--- src/rtl/ncl_instr_injector.sv ---
// Clocked front end for a dual-rail NCL stage: buffers binary instruction words and
// issues them as DATA/NULL wavefronts paced by the stage's 4-phase acknowledge.
module ncl_instr_injector #(
   parameter int DEPTH       = 4,
   parameter int SYNC_STAGES = 2,
   parameter int TIMEOUT     = 1024
) (
   input  logic        clk,
   input  logic        rst,
   input  logic [7:0]  in_instr,
   input  logic        in_valid,
   output logic        in_ready,
   output logic [15:0] instruction,
   input  logic        ack_in,
   input  logic        clr_err,
   output logic        busy,
   output logic        timeout_err,
   output logic [15:0] tok_count
);

   localparam int AW = $clog2(DEPTH);
   localparam int CW = AW + 1;
   localparam int TW = $clog2(TIMEOUT + 1);
   localparam logic [CW-1:0] FULL_LVL = CW'(DEPTH);
   localparam logic [CW-1:0] CNT_ONE  = CW'(1);
   localparam logic [AW-1:0] PTR_ONE  = AW'(1);
   localparam logic [TW-1:0] TMO_MAX  = TW'(TIMEOUT);
   localparam logic [TW-1:0] TMO_LAST = TW'(TIMEOUT - 1);
   localparam logic [TW-1:0] TMO_ONE  = TW'(1);

   typedef enum logic [1:0] {
      IDLE      = 2'd0,
      WAIT_DATA = 2'd1,
      WAIT_NULL = 2'd2
   } state_t;

   // Pair i carries {true rail, false rail} = {b[i], ~b[i]}.
   function automatic logic [15:0] dual_rail_enc(input logic [7:0] b);
      logic [15:0] w;
      w = 16'h0000;
      for (int i = 0; i < 8; i++) begin
         w[2*i+1] = b[i];
         w[2*i]   = ~b[i];
      end
      return w;
   endfunction

   logic [SYNC_STAGES-1:0] ack_sync_r;
   logic                   ack_s;
   logic [7:0]             mem_r [DEPTH];
   logic [AW-1:0]          wr_ptr_r;
   logic [AW-1:0]          rd_ptr_r;
   logic [CW-1:0]          count_r;
   logic [CW-1:0]          count_nxt_s;
   logic                   in_ready_r;
   logic                   empty_s;
   logic                   push_s;
   logic                   pop_s;
   logic                   done_s;
   logic                   wait_s;
   logic                   state_chg_s;
   logic                   tmo_hit_s;
   state_t                 state_r;
   state_t                 state_nxt_s;
   logic [TW-1:0]          tmo_cnt_r;
   logic [15:0]            instr_r;
   logic [15:0]            tok_count_r;
   logic                   busy_r;
   logic                   err_r;

   assign ack_s       = ack_sync_r[SYNC_STAGES-1];
   assign empty_s     = (count_r == {CW{1'b0}});
   assign push_s      = in_valid && in_ready_r;
   assign wait_s      = (state_r != IDLE) || (!empty_s && ack_s);
   assign state_chg_s = (state_nxt_s != state_r);
   assign tmo_hit_s   = wait_s && !state_chg_s && (tmo_cnt_r == TMO_LAST);

   assign in_ready    = in_ready_r;
   assign instruction = instr_r;
   assign busy        = busy_r;
   assign timeout_err = err_r;
   assign tok_count   = tok_count_r;

   // Acknowledge synchronizer
   always_ff @(posedge clk) begin
      if (rst) begin
         ack_sync_r <= {SYNC_STAGES{1'b0}};
      end else begin
         ack_sync_r <= {ack_sync_r[SYNC_STAGES-2:0], ack_in};
      end
   end

   // Occupancy update from push/pop
   always_comb begin
      count_nxt_s = count_r;
      case ({push_s, pop_s})
         2'b10:   count_nxt_s = count_r + CNT_ONE;
         2'b01:   count_nxt_s = count_r - CNT_ONE;
         default: count_nxt_s = count_r;
      endcase
   end

   // FIFO storage
   always_ff @(posedge clk) begin
      if (push_s) begin
         mem_r[wr_ptr_r] <= in_instr;
      end
   end

   // FIFO pointers, occupancy and ready flag
   always_ff @(posedge clk) begin
      if (rst) begin
         wr_ptr_r   <= {AW{1'b0}};
         rd_ptr_r   <= {AW{1'b0}};
         count_r    <= {CW{1'b0}};
         in_ready_r <= 1'b1;
      end else begin
         if (push_s) begin
            wr_ptr_r <= wr_ptr_r + PTR_ONE;
         end
         if (pop_s) begin
            rd_ptr_r <= rd_ptr_r + PTR_ONE;
         end
         count_r    <= count_nxt_s;
         in_ready_r <= (count_nxt_s != FULL_LVL);
      end
   end

   // Wavefront sequencing: next state and pop/complete strobes
   always_comb begin
      state_nxt_s = state_r;
      pop_s       = 1'b0;
      done_s      = 1'b0;
      case (state_r)
         IDLE: begin
            if (!empty_s && !ack_s) begin
               pop_s       = 1'b1;
               state_nxt_s = WAIT_DATA;
            end else begin
               state_nxt_s = IDLE;
            end
         end
         WAIT_DATA: begin
            if (ack_s) begin
               done_s      = 1'b1;
               state_nxt_s = WAIT_NULL;
            end else begin
               state_nxt_s = WAIT_DATA;
            end
         end
         WAIT_NULL: begin
            if (!ack_s) begin
               state_nxt_s = IDLE;
            end else begin
               state_nxt_s = WAIT_NULL;
            end
         end
         default: state_nxt_s = IDLE;
      endcase
   end

   // State register, dual-rail bus, token counter and busy flag
   always_ff @(posedge clk) begin
      if (rst) begin
         state_r     <= IDLE;
         instr_r     <= 16'h0000;
         tok_count_r <= 16'h0000;
         busy_r      <= 1'b0;
      end else begin
         state_r <= state_nxt_s;
         if (pop_s) begin
            instr_r <= dual_rail_enc(mem_r[rd_ptr_r]);
         end else if (done_s) begin
            instr_r <= 16'h0000;
         end
         if (done_s) begin
            tok_count_r <= tok_count_r + 16'd1;
         end
         busy_r <= (state_nxt_s != IDLE) || (count_nxt_s != {CW{1'b0}});
      end
   end

   // Stall watchdog; a new timeout takes priority over clr_err
   always_ff @(posedge clk) begin
      if (rst) begin
         tmo_cnt_r <= {TW{1'b0}};
         err_r     <= 1'b0;
      end else begin
         if (state_chg_s) begin
            tmo_cnt_r <= {TW{1'b0}};
         end else if (tmo_hit_s) begin
            tmo_cnt_r <= TMO_MAX;
         end else if (clr_err) begin
            tmo_cnt_r <= {TW{1'b0}};
         end else if (wait_s && (tmo_cnt_r != TMO_MAX)) begin
            tmo_cnt_r <= tmo_cnt_r + TMO_ONE;
         end
         if (tmo_hit_s) begin
            err_r <= 1'b1;
         end else if (clr_err) begin
            err_r <= 1'b0;
         end
      end
   end

endmodule

--- config.mk ---
export PLATFORM = sky130hd
export DESIGN_NAME = ncl_instr_injector
export DESIGN_NICKNAME = d
export VERILOG_FILES = /design/src/rtl/ncl_instr_injector.sv
export SDC_FILE = /design/constraint.sdc
export NUM_CORES = 1
export LEC_CHECK = 0
export ABC_AREA = 1
export BUFFER_PORTS_ARGS = -buffer_cell sky130_fd_sc_hd__buf_2
export CORE_MARGIN = 3
export CORE_UTILIZATION = 56
export CTS_CLUSTER_DIAMETER = 60
export DETAILED_ROUTE_END_ITERATION = 6
export GPL_TIMING_DRIVEN = 0
export PLACE_DENSITY = 0.86
export SLEW_MARGIN = 15
export SYNTH_ARGS = -nofsm -noshare
export SYNTH_HDL_FRONTEND = slang
export SYNTH_SLANG_ARGS = --single-unit
--- constraint.sdc ---
create_clock -name clk -period 2.5 [get_ports clk]
set_input_delay 0.25 -clock clk [delete_from_list [all_inputs] [get_ports clk]]
set_output_delay 0.25 -clock clk [all_outputs]
set_load 0.1 [all_outputs]
==> out/qor.txt <==
Final GP Congestion: 0.8992
Post-Synth XOR/XNOR Area: 0.01953
register area share after synthesis: 0.5307
Synth Area in Compound Gates: 0.1107
Die W: 90.90 um
CTS sink count: 91
Synth top area share: 0.2926
RR Endpoint: busy
antenna-violating nets left: 0
hold endpoint: mem_r[2][1]
mean number of vias per cell: 5.346
input/output buffers: 47
Synth async-reset ratio: 0
Arrival @ worst endpoint: 2.59 ns
Routed WL per cell: 13.75 um
share of layout cells above drive strength 1: 0.1823
average cell area after synthesis: 8.588 um2
leakage power: 1.840 nW
CP Max Fanout: 12
Seq cells post-synth: 91
setup TNS: 0 ns
clock insertion delay at the later pin of the skew report: 0.36 ns
Slowest-stage cell, CP: fa_1
Power Density: 1083 mW/mm2
top_reg_cell synth: dfxtp_1
Die Y: 90.90 um
yosys warns: 0
clock skew: 0.008009 ns
Post-Synth Adder-Cell Area: 0.02976
initial core utilization: 0.5844
# hold bufs at CTS: 0
largest family of logic cells by synthesized area: simple AND/OR/NAND/NOR gates
area of the die: 0.008263 mm2
VDD IR max: 0.0008368 V
Distinct cells, synth: 36
Synth Net Count: 492
switching power: 2.337 mW
Reg power frac: 0.380
top-count cell post-synth: nand2_1
final setup violation count: 0
total grt overflow: 0
Syn-to-layout area delta: 13.42%
RSZ-0062 raised after global routing: no
Core Region: 0.006907 mm2
row count: 30
EDFF count, synth: 32
outcome: finished, final reports clean
Final Max Tran Viols: 0
Post-Synth Simple-Gate Area: 0.2436
switching share of power: 0.4716
initial antenna violation count: 0
largest net degree at the start of global routing: 19
buffer count from post-CTS setup fixing: 0
first-pass GRT wire length: 14650 um
multiplexer share of the synthesized area: 0
vias in the first global route: 3243
Final Hold Fails: 0
critical path class: reg -> reg
diodes inserted: 0
Cell Area, Synth: 0.004036 mm2
max-cap violations: 0
Internal: 2.619 mW
CTS root buf: clkbuf_8
via count: 3357
worst reg2reg path depth: 13
DR pass1 iterations: 7
Worst R2R Setup Slack: 0.22 ns
Hold Path Stages: 1
crit end category: register
All-Layer GR Usage: 0.2185
DP Wirelength: 6149 um
Critical Path Most Common Cell: nor2_2
Critical Path, Cell by Cell: nor2_2, inv_2, nor2_2, nand2_4, inv_4, ha_1, inv_1, fa_1, a21oi_1, o21ai_0, xor2_1, nand2_1, nand3_1
hold slack: 0.09379 ns
minimum clock period after layout: 2.282 ns
HP Start: in_instr[1]
fmax: 438.2 MHz
Clock Path Buffers: 2
slowest stage delay, CP: 0.38 ns
Min-Delay Path Class: in -> reg
post-CTS sizing: 0
clk slew on worst S/H paths: 0.10 ns
H-tree Lvls: 3
cell count after synthesis: 470
critical path startpoint category: register
CTS tree: yes
final wirelength: 8632 um
fin nets: 549
Worst Path Required: 2.81 ns
dominant cells by area after synthesis: dfxtp_1, edfxtp_1, nand2_1
slew margin rel.: 0.4595
fin crit share: 0.9128
clock power share: 0.193
Crit Reg-Reg Startpoint: state_r[1]
power share of the combinational group: 0.427
most frequent cells after synthesis: nand2_1, nor2_1, dfxtp_1, inv_1, a21oi_1
Initial DRC Count: 173
DR DRC count: 0
Slew @ Worst Pin: 0.8108 ns
CTS Buf Count: 9
I/O Pins: 48
cell taking the most area after synthesis: dfxtp_1
==> power groups by stage <==
stage	registers (mW)	logic, mW	clock network, mW
floorplan	2.72	0.895	0
global placement	1.90	2.06	0
detailed placement	1.91	2.11	0
CTS	1.88	2.12	0.967
global route	1.90	2.29	1.03
finish	1.88	2.12	0.955
==> registers in the layout, summed over array words and instances, names as in the netlist, 3 cells and up, named ones only <==
register / flops
instruction: 16
tok_count: 16
mem_r: 32
count_r: 3
tmo_cnt_r: 11
==> per-layer routing <==
layer	track usage	share of wire	vias up
li1	-	-	1655
met1	0.2455	0.40	1567
met2	0.4083	0.52	114
met3	0.05167	0.063	21
met4	0.06407	0.020	0
met5	0	0	-
==> layout by cell type, fill, tap and decap left out, types with 8 or more instances in the layout <==
cell type / instances
clkbuf_8: 9
buf_2: 50
a21oi_1: 41
nand4_1: 9
edfxtp_1: 32
nand3_1: 14
nor2_1: 68
nand2_1: 95
o21ai_0: 29
dfxtp_1: 59
inv_1: 46
ha_1: 8
==> stage by stage <==
stage	utilization	total power, mW	instances	area [um2]	worst slack [ns]
detailed placement	0.6359	4.018	613	4392	0.06943
global placement	0.6359	3.964	613	4392	0.1436
CTS	0.6632	4.969	629	4581	0.06827
floorplan	-	3.615	470	4036	0.07532
finish	0.6629	4.956	628	4578	0.2180
global route	0.6629	5.223	628	4578	0.02259
==> area by class of cell <==
| class | count | area, um2 |
|---|---|---|
| Clock buffer | 9 | 123.9 |
| Multi-Input combinational cell | 315 | 1633 |
| Timing Repair Buffer | 47 | 235.2 |
| Buffer | 11 | 61.31 |
| Sequential cell | 91 | 2142 |
| Fill cell | 600 | 2328 |
| Clock inverter | 7 | 65.06 |
| Tap cell | 96 | 120.1 |
| Inverter | 52 | 197.7 |
==> worst max-delay path by stage <==
stage	start	to	slack [ns]
3_5_place_dp	state_r[1]	busy	0.07
2_1_floorplan	in_ready	busy	0.08
4_1_cts	state_r[1]	busy	0.07
3_3_place_gp	state_r[0]	busy	0.14
6_report	state_r[1]	busy	0.22
5_1_grt	state_r[1]	busy	0.02
==> logic make-up after synthesis <==
logic type | after synthesis
and+or+nand+nor | 213
xor gates and xnor gates | 9
AOI/OAI and AO/OA | 84
buffers and inverters | 64
DFF | 91
adders and majority gates | 9
==> critical path, delay by kind of cell, from the launching register on <==
family                     cells  cell delay [ns]
buffers and inverters          3             0.26
xor gates and xnor gates       1             0.22
AOI/OAI and AO/OA              2             0.25
adders and majority gates      2             0.54
DFF                            1             0.36
and+or+nand+nor                5             0.60
Power figures use the tool's default switching activity.
